--- src/rtl/demux_route_ctrl.sv ---
// demux_route_ctrl: buffers destination-tagged single-bit items in a small
// in-order FIFO and issues at most one per cycle as registered f/sel drives
// for the 1-to-4 demux, stalling while the head's channel reports busy.
module demux_route_ctrl #(
  parameter int DEPTH = 4,
  parameter int CW    = 5
) (
  input  logic          clk,
  input  logic          rstn,
  input  logic          in_valid,
  input  logic [1:0]    in_dest,
  input  logic          in_bit,
  output logic          in_ready,
  input  logic          flush,
  input  logic [3:0]    dest_busy,
  output logic          f,
  output logic [1:0]    sel,
  output logic          out_valid,
  output logic [CW-1:0] level
);

  localparam int AW = $clog2(DEPTH);

  // Each entry packs {dest[1:0], bit}.
  logic [2:0]    r_mem [DEPTH];
  logic [AW-1:0] r_wr_ptr;
  logic [AW-1:0] r_rd_ptr;
  logic [CW-1:0] r_level;
  logic          r_f;
  logic [1:0]    r_sel;
  logic          r_out_valid;

  logic          w_empty;
  logic          w_push;
  logic          w_pop;
  logic [2:0]    w_head;
  logic [1:0]    w_head_dest;
  logic          w_head_bit;
  logic [1:0]    w_head_sel;

  assign w_empty     = (r_level == '0);
  assign in_ready    = (r_level != CW'(DEPTH)) && !flush;
  assign w_push      = in_valid && in_ready;
  assign w_head      = r_mem[r_rd_ptr];
  assign w_head_dest = w_head[2:1];
  assign w_head_bit  = w_head[0];
  // Logical channel 0..3 (a..d) maps to sel with the dest bits swapped.
  assign w_head_sel  = {w_head_dest[0], w_head_dest[1]};
  // Pop decisions use only pre-edge occupancy, so a push into an empty FIFO
  // can never issue in the same cycle.
  assign w_pop       = !w_empty && !flush && !dest_busy[w_head_dest];

  // Storage write on accepted push; contents need no reset since level gates reads.
  always_ff @(posedge clk) begin
    if (w_push) begin
      r_mem[r_wr_ptr] <= {in_dest, in_bit};
    end
  end

  // Pointer and occupancy bookkeeping; flush empties the FIFO.
  always_ff @(posedge clk or negedge rstn) begin
    if (!rstn) begin
      r_wr_ptr <= '0;
      r_rd_ptr <= '0;
      r_level  <= '0;
    end else if (flush) begin
      r_wr_ptr <= '0;
      r_rd_ptr <= '0;
      r_level  <= '0;
    end else begin
      if (w_push) begin
        r_wr_ptr <= r_wr_ptr + AW'(1);
      end
      if (w_pop) begin
        r_rd_ptr <= r_rd_ptr + AW'(1);
      end
      if (w_push && !w_pop) begin
        r_level <= r_level + CW'(1);
      end else if (!w_push && w_pop) begin
        r_level <= r_level - CW'(1);
      end
    end
  end

  // Registered issue drives; sel holds when nothing issues to avoid select glitches.
  always_ff @(posedge clk or negedge rstn) begin
    if (!rstn) begin
      r_f         <= 1'b0;
      r_sel       <= 2'b00;
      r_out_valid <= 1'b0;
    end else if (w_pop) begin
      r_f         <= w_head_bit;
      r_sel       <= w_head_sel;
      r_out_valid <= 1'b1;
    end else begin
      r_f         <= 1'b0;
      r_out_valid <= 1'b0;
    end
  end

  assign f         = r_f;
  assign sel       = r_sel;
  assign out_valid = r_out_valid;
  assign level     = r_level;

endmodule

--- config.mk ---
export PLATFORM = sky130hd
export DESIGN_NAME = demux_route_ctrl
export DESIGN_NICKNAME = d
export VERILOG_FILES = /design/src/rtl/demux_route_ctrl.sv
export SDC_FILE = /design/constraint.sdc
export NUM_CORES = 1
export LEC_CHECK = 0
export ABC_AREA = 1
export CORE_MARGIN = 5
export CORE_UTILIZATION = 50
export CTS_CLUSTER_DIAMETER = 100
export DETAILED_ROUTE_END_ITERATION = 10
export PLACE_DENSITY_LB_ADDON = 0.05
export REMOVE_ABC_BUFFERS = 1
export SLEW_MARGIN = 20
export SYNTH_ARGS = -nofsm -noshare
export SYNTH_HDL_FRONTEND = slang
export SYNTH_SLANG_ARGS = --single-unit
--- constraint.sdc ---
create_clock -name clk -period 2.4 [get_ports clk]
set_input_delay 0.48 -clock clk [delete_from_list [all_inputs] [get_ports clk]]
set_output_delay 0.48 -clock clk [all_outputs]
set_load 0.01 [all_outputs]
==> results.md <==
* Syn. warnings at 0
* Pwr/cell area at 1020 nW/um^2
* Final WL at just under 3000 um
* Setup ws final at about 0.17 ns
* Clk_skew at ~0.011 ns
* Final setup violation count at 0
* DRT iter0 DRCs at 22
* Final hold violations at 0
* Wire length on met3 at ~100 um
* Leak pwr at slightly above 0.8 nW
* WL met2 at roughly 1500 um
* Final slew viol count at 0
* Area of the core at 2540 um^2
* # rows at 18
* Initial antenna violation count at 0
* Clock Latency Late Sink at 0.32 ns
* First-pass GRT wire length at 4840 um
* Detailed placer's ending HPWL at 2280 um
* Routed wire per std cell at about 14 um
* Max FO, Critical Path at 4
* Total grt overflow at 0
* Clock transition at the registers of the reported paths at 0.15 ns
* Drt drc at 0
* Worst EP arrival at ~1.8 ns
* DP Area at roughly 1700 um^2
* Outcome: finished, final reports clean
* RSZ-0062 raised after global routing: false
* Die Y at slightly above 60 um
* Pin count of the biggest net entering global routing at 16
* WP data required at roughly 1.9 ns
* Die width at 62.1 um
* H-tree depth at 1
* Mean number of vias per cell at about 5.1
* Die area at about 3900 um^2
* FMAX at 0.449 GHz
* # diodes at 0
* Synthesis-to-layout area growth at 31.3%
* Minimum clock period at between 2 and 2.5 ns
* Clock sinks at 25
* DR vias at 1072
* Overall global routing resource usage at between 10% and 20%
* Total Power at 1.82 mW
* Critical Path Start Type: input pin
* Top-Level Pins at 21
* Worst VDD drop at ~0.00086 V
* Ratio of cells with drive above 1 in the final layout at 24.3%
* Cell Area, Synth at about 1400 um^2
* Worst hold-check path type: flop to flop
* Starting density of the core at between 50% and 60%
* Num CTS Buffers at 3
* Nets@finish at 202
* GP Congestion at between 0.8 and 0.9
* CTS root buf: clkbuf_4
* Vias in the first global route at 1065
* Worst slew pin tran at 0.650 ns
* Post-route ant nets at 0
* Final Instance Area at around 1800 um^2
* Clk buf depth at 2
* Slew Limit Headroom at a little under three fifths
* Synthesized instance count at approximately 140
* Post-CTS Hold Fix Bufs at 0
* TritonCTS clock tree: done
* Fin crit share at 92.7%
* Synthesized area per cell at 9.83 um^2
* CP Capture Type: primary output
* Met1 WL at ~1300 um
* Synth cell types at 24
* I/O Buffers at 20
* Max-Cap Viols at 0
* Highest Signal Layer: met4
* CP Class: input pin to primary output
* Place WS at -0.141 ns
* Drt pass-1 iters at 4
* Sequential cell area fraction in the yosys report at 50.6%
* Post-synthesis register bit count at 25
## critical path, cell delays in order
cell and delay (ns):
clkdlybuf4s50_1 0.41, inv_1 0.11, nand2_1 0.06, inv_1 0.06, buf_4 0.10, clkdlybuf4s50_1 0.52
## placed cells by master (no fill, tap or decap), types with 2 or more instances in the layout
| cell type | netlist | layout |
|---|---|---|
| nand2_1 | 26 | 26 |
| inv_1 | 21 | 20 |
| clkdlybuf4s50_1 | 0 | 20 |
| buf_4 | 0 | 19 |
| edfxtp_1 | 12 | 12 |
| nor2_1 | 12 | 11 |
| dfrtp_1 | 13 | 11 |
| ha_1 | 8 | 8 |
| nand3_1 | 7 | 7 |
| nand2_2 | 6 | 6 |
| nand4_1 | 6 | 6 |
| o21ai_0 | 5 | 5 |
| nand3_2 | 3 | 3 |
| xor2_1 | 3 | 3 |
| o21ai_1 | 3 | 3 |
| clkbuf_4 | 0 | 3 |
| nor2_2 | 1 | 2 |
| a21oi_1 | 3 | 2 |
| dfrtp_2 | 0 | 2 |
## final timing paths
kind	slack [ns]	startpoint	end	cells past startpoint
setup / recovery	0.17	flush	in_ready	6
hold / removal	0.51	sel[1]$_DFFE_PN0P_	sel[1]$_DFFE_PN0P_	2
setup reg to reg	0.18	level[0]$_DFFE_PN0P_	level[4]$_DFFE_PN0P_	15
hold reg to reg	0.51	sel[1]$_DFFE_PN0P_	sel[1]$_DFFE_PN0P_	2
max in group asynchronous	1.40	rstn	r_rd_ptr[0]$_DFFE_PN0P_	1
min in group asynchronous	0.54	rstn	level[2]$_DFFE_PN0P_	1
## area by class of cell
class / instances / area, um^2
clock buffers: 3 / 22.5
clock inverters: 1 / 7.51
fillers: 206 / 764
inverters: 22 / 87.6
multi-input cells: 91 / 594
flip-flops and latches: 25 / 688
well taps: 30 / 37.5
repair buffers: 39 / 343
## kinds of logic (layout without fill, tap and decap cells)
group / Yosys count / after routing / synth area share (%)
xor gates and xnor gates: 3 / 3 / 1.94
and+or+nand+nor: 67 / 67 / 27.9
adders and majority gates: 9 / 9 / 8.86
DFF: 25 / 25 / 50.6
AOI/OAI and AO/OA: 12 / 12 / 4.70
buffers and inverters: 22 / 65 / 6.09
## repair_timing
action,CTS,global route
endpoints found under the setup margin,0,2
resized for setup,0,7
setup buffers,0,2
## synth_stat cells
cell | instances | share of area, %
nand3b_4 | 1 | 1.5
ha_1 | 8 | 7.4
nand3_1 | 7 | 2.6
nand4_1 | 6 | 2.8
a22o_1 | 1 | 0.65
edfxtp_1 | 12 | 27
nor2_1 | 12 | 3.3
nand2_2 | 6 | 2.8
fa_1 | 1 | 1.5
dfrtp_1 | 13 | 24
inv_1 | 21 | 5.8
nand4_2 | 1 | 0.92
inv_2 | 1 | 0.28
o21ai_1 | 3 | 1.1
nand3b_1 | 1 | 0.55
o21ai_0 | 5 | 1.8
nand2_8 | 1 | 1.5
a21oi_1 | 3 | 1.1
nand3_4 | 1 | 1.3
nand2_4 | 1 | 0.83
xor2_1 | 3 | 1.9
nor2_2 | 1 | 0.46
nand2_1 | 26 | 7.2
nand3_2 | 3 | 2.2
## flip-flops by register name, summed over array words and instances, names as in the netlist
register   flops
r_wr_ptr       2
sel            2
out_valid      1
r_mem         12
f              1
r_rd_ptr       2
level          5
## where the power goes
| part | switching [mW] | leakage (nW) | internal (mW) | total (mW) |
|---|---|---|---|---|
| combinational | 0.517 | 0.541 | 0.486 | 1.00 |
| sequential | 0.0829 | 0.275 | 0.544 | 0.627 |
| clock | 0.131 | 0.0139 | 0.0636 | 0.195 |
| total | 0.731 | 0.830 | 1.09 | 1.82 |
## per-layer routing
layer	up-vias	global-route usage, %
met5	-	0
li1	537	-
met4	0	7.88
met2	21	28.7
met1	510	23.9
met3	4	2.07
## metrics by stage
step | std cells | hold slack (ns) | util [%] | setup TNS, ns
after floorplan | 138 | 0.184 | - | 0
after global placement | 205 | 0.475 | 67.7 | -0.0757
after detailed placement | 205 | 0.478 | 67.7 | -0.150
after CTS | 209 | 0.512 | 68.8 | 0
after global routing | 211 | 0.544 | 70.0 | 0
final | 211 | 0.508 | 70.0 | 0
No activity file was read; power rests on OpenSTA's default activity.
